$ cat src/rtl/instr_fetch.sv
// instr_fetch: single-byte instruction fetch FSM with PC sequencing; INSTR_FETCH_RAS_EN enables the call/return address stack.
module instr_fetch #(
  parameter int ADDR_W = 8,
  parameter logic [ADDR_W-1:0] RESET_PC = '0,
  parameter int RAS_DEPTH = 4
) (
  input  logic              clock,
  input  logic              reset,
  input  logic              ir_load,
  input  logic              pc_load,
  input  logic              jump_en,
  input  logic [ADDR_W-1:0] jump_addr,
  input  logic              call_en,
  input  logic              ret_en,
  output logic              mem_req,
  output logic [ADDR_W-1:0] mem_addr,
  input  logic              mem_ready,
  input  logic [7:0]        mem_data,
  output logic [7:0]        IR,
  output logic              ir_valid,
  output logic              busy,
  output logic [ADDR_W-1:0] pc,
  output logic              stack_err
);
  typedef enum logic [1:0] {IDLE, REQ, DONE} state_t;
  state_t state, nxt;
  logic [ADDR_W-1:0] pc_inc;
  assign pc_inc = pc + ADDR_W'(1);
  always_comb begin
    nxt = IDLE;
    nxt = state == IDLE ? (ir_load ? REQ : IDLE) :
          state == REQ  ? (mem_ready ? DONE : REQ) : IDLE;
  end
  always_ff @(posedge clock or posedge reset) begin
    if (reset) begin
      state <= IDLE;
      IR <= '0;
      mem_addr <= RESET_PC;
    end else begin
      state <= nxt;
      if (state == IDLE && ir_load) mem_addr <= pc;
      if (state == REQ && mem_ready) IR <= mem_data;
    end
  end
  assign mem_req = state == REQ;
  assign busy = state == REQ;
  assign ir_valid = state == DONE;
`ifdef INSTR_FETCH_RAS_EN
  localparam int PW = $clog2(RAS_DEPTH);
  logic [ADDR_W-1:0] ras [RAS_DEPTH];
  logic [PW:0] cnt;
  logic [PW-1:0] top;
  logic full, empty;
  assign top = cnt[PW-1:0] - PW'(1);
  // depth is a power of two, so the count MSB alone marks a full stack
  assign full = cnt[PW];
  assign empty = cnt == '0;
  always_ff @(posedge clock)
    if (!ret_en && call_en && !full) ras[cnt[PW-1:0]] <= pc_inc;
  always_ff @(posedge clock or posedge reset) begin
    if (reset) begin
      pc <= RESET_PC;
      cnt <= '0;
      stack_err <= 1'b0;
    end else if (ret_en) begin
      if (empty) stack_err <= 1'b1;
      else begin
        pc <= ras[top];
        cnt <= cnt - (PW+1)'(1);
      end
    end else if (call_en) begin
      pc <= jump_addr;
      if (full) stack_err <= 1'b1;
      else cnt <= cnt + (PW+1)'(1);
    end else if (jump_en) pc <= jump_addr;
    else if (pc_load) pc <= pc_inc;
  end
`else
  logic unused;
  assign unused = ret_en;
  assign stack_err = 1'b0;
  always_ff @(posedge clock or posedge reset) begin
    if (reset) pc <= RESET_PC;
    else if (call_en || jump_en) pc <= jump_addr;
    else if (pc_load) pc <= pc_inc;
  end
`endif
endmodule

$ cat config.mk
export PLATFORM = sky130hd
export DESIGN_NAME = instr_fetch
export DESIGN_NICKNAME = d
export VERILOG_FILES = /design/src/rtl/instr_fetch.sv
export SDC_FILE = /design/constraint.sdc
export NUM_CORES = 1
export LEC_CHECK = 0
export ABC_AREA = 1
export CAP_MARGIN = 15
export CORE_ASPECT_RATIO = 1.2
export CORE_MARGIN = 3
export CORE_UTILIZATION = 30
export CTS_CLUSTER_DIAMETER = 150
export DETAILED_ROUTE_END_ITERATION = 12
export GPL_TIMING_DRIVEN = 0
export HOLD_SLACK_MARGIN = 0.12
export SLEW_MARGIN = 20
export SYNTH_ARGS = -nofsm -noshare
export SYNTH_HDL_FRONTEND = slang
export SYNTH_SLANG_ARGS = --single-unit
export TNS_END_PERCENT = 10
$ cat constraint.sdc
create_clock -name clock -period 1.3 [get_ports clock]
set_input_delay 0.13 -clock clock [delete_from_list [all_inputs] [get_ports clock]]
set_output_delay 0.13 -clock clock [all_outputs]
set_load 0.005 [all_outputs]
==> results of run 1 <==
-- routing by layer --
layer	vias to the layer above	global-route usage, %	share of wire (%)
met2	27	20.5	47
met5	-	0	0
li1	586	-	-
met4	0	4.98	1.7
met3	5	1.30	3.7
met1	472	17.1	47
-- kinds of logic (layout without fill, tap and decap cells) --
family,count (synthesis),count (layout)
AOI/OAI and AO/OA,19,19
buffers and inverters,21,77
DFF,26,26
other,1,1
and+or+nand+nor,83,83
adders and majority gates,1,1
-- metrics by stage --
stage	hold WS (ns)	util, %	TNS (ns)	setup WS (ns)
after floorplan	0.170	-	0	0.187
after global placement	0.462	45.5	-2.52	-0.0911
after detailed placement	0.466	45.5	-2.50	-0.0902
final	0.227	47.6	0	0.0486
after global routing	0.284	47.6	-0.0106	-0.0106
after CTS	0.386	46.6	0	0.000704
-- sequential cells by signal, summed over array words and instances (netlist names) --
name,cells
pc,8
mem_addr,8
IR,8
state,2
-- what timing repair did --
item	in CTS	in global routing
cloned	0	0
hold buffers	0	0
endpoints found under the setup margin	10	11
pin swaps	1	0
setup buffers	2	2
resized for setup	10	12
-- cell type report --
type	instances	share of cell area (%)
repair buffers	53	27.5
flip-flops and latches	26	33.9
well taps	54	3.52
plain buffers	4	2.15
multi-input cells	104	27.5
clock buffers	3	2.15
inverters	17	3.32
-- power groups by stage --
| stage | sequential (mW) | combinational, mW | clock (mW) |
|---|---|---|---|
| finish | 1.25 | 1.17 | 0.444 |
| global route | 1.30 | 1.32 | 0.491 |
| CTS | 1.25 | 1.21 | 0.463 |
| detailed placement | 1.27 | 1.21 | 0 |
| global placement | 1.26 | 1.20 | 0 |
| floorplan | 1.28 | 0.438 | 0 |
-- path summary, 6_finish.rpt --
path                                         from                      end  cells after the start
worst max-delay path            IR[5]$_DFFE_PP0P_                    IR[5]                      1
worst min-delay path                        reset        pc[5]$_DFFE_PP0P_                      2
worst max register to register  pc[0]$_DFFE_PP0P_        pc[6]$_DFFE_PP0P_                      8
worst min register to register  IR[1]$_DFFE_PP0P_        IR[1]$_DFFE_PP0P_                      2
max in group asynchronous                   reset  mem_addr[7]$_DFFE_PP0P_                      2
min in group clock                    mem_data[1]        IR[1]$_DFFE_PP0P_                      3
-- cells in the final DEF (no fill, tap or decap) --
master	Yosys	layout
a21oi_2	1	1
a31oi_2	1	1
buf_4	2	6
buf_6	1	1
buf_8	1	1
clkbuf_8	0	3
clkdlybuf4s15_1	0	2
clkdlybuf4s50_1	0	32
conb_1	1	1
dfrtp_1	26	26
dlygate4sd2_1	0	8
dlymetal6s2s_1	0	7
ha_2	0	1
inv_1	11	10
inv_2	6	7
nand2_1	52	51
nand2_2	1	2
nand2_4	2	2
nand3_1	11	11
nand3_4	1	1
nor2_1	12	11
nor2_2	0	1
nor2_4	2	2
nor2_8	1	1
nor4_1	1	1
o21ai_0	7	7
o21ai_1	6	6
o21ai_2	1	1
o22ai_1	2	2
o31ai_1	1	1
==> results.py, run 1 <==
metrics = {
    "status": {
        "status": "complete, no violations",
    },
    "floorplan": {
        "dieArea_mm2": 0.00508,
        "start_util_pct": 31.7,
        "rows": 25,
        "chipWidth_um": 65.6,
        "die_h_um": 77.5,
        "core_mm2": 0.00404,
        "ios": 52,
    },
    "synthesis": {
        "synth_xor_area_share_pct": 0,
        "synth_fa_ha_area_share_pct": 0.979,
        "yosysWarnings": 0,
        "syn_area_mm2": 0.00128,
        "synth-edff-count": 0,
        "async_flop_share_pct": 100,
        "synth_top_family_by_area": "simple AND/OR/NAND/NOR gates",
        "yosysTopAreaCellShare_pct": 50.9,
        "synth_top_area_cell": "dfrtp_1",
        "synthesis.nets": 176,
        "synth-seq-cells": 26,
        "synth_area_leaders": "dfrtp_1 51%, nand2_1 15%, nand3_1 4.3%",
        "synthTopCellsByCount": "52 x nand2_1, 26 x dfrtp_1, 12 x nor2_1",
        "yosysSeqAreaShare_pct": 50.9,
        "synth_simple_gate_area_share_pct": 30.6,
        "avgSynthCellArea_um2": 8.46,
        "synth_cell_types": 24,
        "muxShareOfSynthArea_pct": 0,
        "yosysMostFrequentCell": "nand2_1",
        "synth_compound_area_share_pct": 9.01,
        "synth_ff_type": "dfrtp_1",
        "netlist_instances": 151,
    },
    "final_layout": {
        "fill_cells": 400,
        "multi_input_area_um2": 529,
        "regArea_um2": 651,
        "fin_nets": 234,
        "design_area_mm2": 0.00192,
        "areaGrowthSynthToFinish_pct": 50.4,
        "n_antenna_cell": 0,
        "layout.cells.non_filler": 261,
        "layout-drive-gt1-share_pct": 15.0,
    },
    "power": {
        "power_mw": 2.87,
        "p_per_area_mw_per_mm2": 1490,
        "clkPwrFrac_pct": 15.5,
        "combinationalPowerShare_pct": 41.0,
        "swShare_pct": 30.2,
        "p_int_mw": 2.00,
        "seqPwrFrac_pct": 43.5,
        "leakagePower_nw": 0.997,
        "switching_power_mw": 0.865,
        "vdd_drop_max_v": 0.000477,
    },
    "critical_path": {
        "rrSetupSlack_ns": 0.13,
        "path_buf_inv": 1,
        "crit_fanout": 2,
        "max_stage_delay_ns": 0.51,
        "end_kind": "primary output",
        "critPathTopFamily": "buffers and inverters",
        "start_kind": "flop",
        "setup.worst_path.class": "flop to primary output",
        "cp.required_ns": 1.17,
        "crit_chain": "clkdlybuf4s50_1",
        "cpMaxStageDelayCell": "clkdlybuf4s50_1",
        "arrival_ns": 1.12,
    },
    "place": {
        "hpwl_um": 2220,
        "gp_congestion": 0.742,
        "placed_cells": 254,
        "port_buffers": 49,
        "dpl_cell_area_mm2": 0.00184,
    },
    "job": {
        "drv_cap": 0,
    },
    "sta": {
        "maxSlewHeadroom_pct": 63.0,
        "period_needed_ns": 1.25,
        "layout_worst_path_cycle_share_pct": 96.3,
        "maxSlewViolCount": 0,
        "grt_setup_unrepaired": "yes",
        "hold_viol": 0,
        "fin_skew_ns": 0.00178,
        "setup_viol": 0,
        "tightest_slew_ns": 0.554,
        "max_freq_mhz": 799,
    },
    "clock_tree": {
        "cts_tree": "built",
        "cts_buffers": 3,
        "cts_max_level": 1,
        "cts_buffer_depth": 2,
        "clk_pin_slew_ns": 0.08,
        "clock_latency_ns": 0.26,
        "cts-root-buf": "clkbuf_8",
        "clock_sinks": 26,
    },
    "global_routing": {
        "grt.total_usage_pct": 12.6,
        "grt_pass1_wl_um": 5090,
        "antenna_found_initial": 0,
        "grt_max_degree": 27,
        "grt_pass1_vias": 1099,
        "grt_overflow": 0,
    },
    "detailed_routing": {
        "vias_per_cell": 4.18,
        "dr.pass1.iters": 4,
        "wl_um": 2920,
        "ant_nets": 0,
        "wl_per_cell_um": 11.2,
        "drt_iter0_markers": 27,
        "vias": 1090,
        "drcViolationCount": 0,
    },
    "hold_path": {
        "hp-class": "input pin to asynchronous set/reset pin",
    },
}
Power figures use the tool's default switching activity.
==> inputs of run 2 (changes only) <==
==> constraint.sdc (replaced) <==
create_clock -name clock -period 1.3 [get_ports clock]
set_input_delay 0.13 -clock clock [delete_from_list [all_inputs] [get_ports clock]]
set_output_delay 0.13 -clock clock [all_outputs]
set_load 0.02 [all_outputs]
==> results.py, run 2 (same netlist as run 1, synthesis figures left out) <==
metrics = {
    "detailed_routing": {
        "wl_per_cell_um": 11.2,
        "top_layer_used": "met4",
        "ant_nets": 0,
        "wl_met2_um": 1370,
        "drcViolationCount": 0,
        "dr.pass1.iters": 6,
        "met1_length_um": 1360,
        "vias_per_cell": 4.19,
        "vias": 1078,
        "wl_met3_um": 107,
        "wl_um": 2890,
        "drt_iter0_markers": 25,
    },
    "sta": {
        "max_freq_mhz": 817,
        "period_needed_ns": 1.22,
        "whs_ns": 0.225,
        "fin_skew_ns": 0.00292,
        "setup_viol": 0,
        "tightest_slew_ns": 0.552,
        "grt_setup_unrepaired": "yes",
        "maxSlewHeadroom_pct": 63.2,
        "maxSlewViolCount": 0,
        "hold_viol": 0,
        "layout_worst_path_cycle_share_pct": 94.1,
    },
    "final_layout": {
        "n_antenna_cell": 0,
        "layout_common_cells": "51 x nand2_1, 26 x dfrtp_1, 24 x dlygate4sd2_1",
        "top_regs": "IR x8, mem_addr x8, pc x8",
        "fin_nets": 230,
        "layout.cells.non_filler": 257,
        "finalCoreUtilization_pct": 45.6,
        "areaGrowthSynthToFinish_pct": 44.2,
        "final_common_cell": "nand2_1",
        "design_area_mm2": 0.00184,
        "layout-drive-gt1-share_pct": 14.8,
    },
    "power": {
        "p_per_area_mw_per_mm2": 1640,
        "vdd_drop_max_v": 0.000485,
        "leakagePower_nw": 0.937,
    },
    "clock_tree": {
        "cts_setup_buffers": 0,
        "postCtsHoldBufs": 0,
        "clock_sinks": 26,
        "cts_buffer_depth": 2,
        "cts_buffers": 3,
        "post_cts_resized": 31,
        "clk_pin_slew_ns": 0.08,
        "cts-root-buf": "clkbuf_8",
        "cts_max_level": 1,
        "cts_tree": "built",
        "clock_latency_ns": 0.26,
    },
    "status": {
        "status": "complete, no violations",
    },
    "global_routing": {
        "grt_pass1_wl_um": 5060,
        "antenna_found_initial": 0,
        "grt_pass1_vias": 1092,
        "grt_overflow": 0,
        "grt.total_usage_pct": 12.6,
        "grt_max_degree": 27,
    },
    "floorplan": {
        "die_h_um": 77.5,
        "rows": 25,
        "chipWidth_um": 65.6,
        "start_util_pct": 31.7,
        "dieArea_mm2": 0.00508,
        "core_mm2": 0.00404,
        "ios": 52,
    },
    "hold_path": {
        "hp-class": "input pin to asynchronous set/reset pin",
    },
    "job": {
        "drv_cap": 0,
    },
    "critical_path": {
        "critPathLaunch": "state[1]$_DFF_PP0_",
        "start_kind": "flop",
        "cp.required_ns": 1.17,
        "arrival_ns": 1.09,
        "end_kind": "primary output",
        "crit_fanout": 3,
        "setup.worst_path.class": "flop to primary output",
        "regToRegStartpoint": "pc[0]$_DFFE_PP0P_",
    },
    "place": {
        "gp_congestion": 0.742,
        "hpwl_um": 2220,
        "dpl_cell_area_mm2": 0.00184,
        "port_buffers": 49,
        "placed_cells": 254,
    },
}
[run 2: per-stage QoR]
stage | setup TNS [ns] | power [mW] | worst slack, ns
5_1_grt | -0.00634 | 3.26 | -0.00634
4_1_cts | 0 | 3.07 | 0.00677
3_5_place_dp | -2.62 | 2.83 | -0.104
3_3_place_gp | -2.64 | 2.81 | -0.101
2_1_floorplan | 0 | 2.06 | 0.0484
6_report | 0 | 3.01 | 0.0765
[run 2: layout make-up]
type / instances / area (um^2)
Inverter: 17 / 63.8
Fill cell: 412 / 2190
Timing Repair Buffer: 49 / 448
Clock buffer: 3 / 41.3
Buffer: 4 / 41.3
Sequential cell: 26 / 651
Multi-Input combinational cell: 104 / 529
Tap cell: 54 / 67.6
[run 2: path summary, 6_finish.rpt]
check                                endpoint  slack, ns  cells after the start
max in group asynchronous  state[1]$_DFF_PP0_       0.71                      2
min reg2reg                 IR[0]$_DFFE_PP0P_       0.48                      2
min in group clock          IR[1]$_DFFE_PP0P_       0.39                      3
min                         pc[5]$_DFFE_PP0P_       0.22                      2
max reg2reg                 pc[6]$_DFFE_PP0P_       0.12                      8
max                                   mem_req       0.08                      3
[run 2: per-layer routing]
metal | up-vias | track usage (%)
li1 | 580 | -
met1 | 464 | 17.0
met2 | 29 | 20.4
met3 | 5 | 1.30
met4 | 0 | 4.98
met5 | - | 0
[run 2: power breakdown]
group	internal (mW)	switching [mW]
sequential	1.09	0.155
clock	0.207	0.235
combinational	0.530	0.799
[run 2: critical path, stage by stage (launching register included)]
cell and delay, ns:
dfrtp_1 0.43, nor2_4 0.16, buf_4 0.12, buf_4 0.12
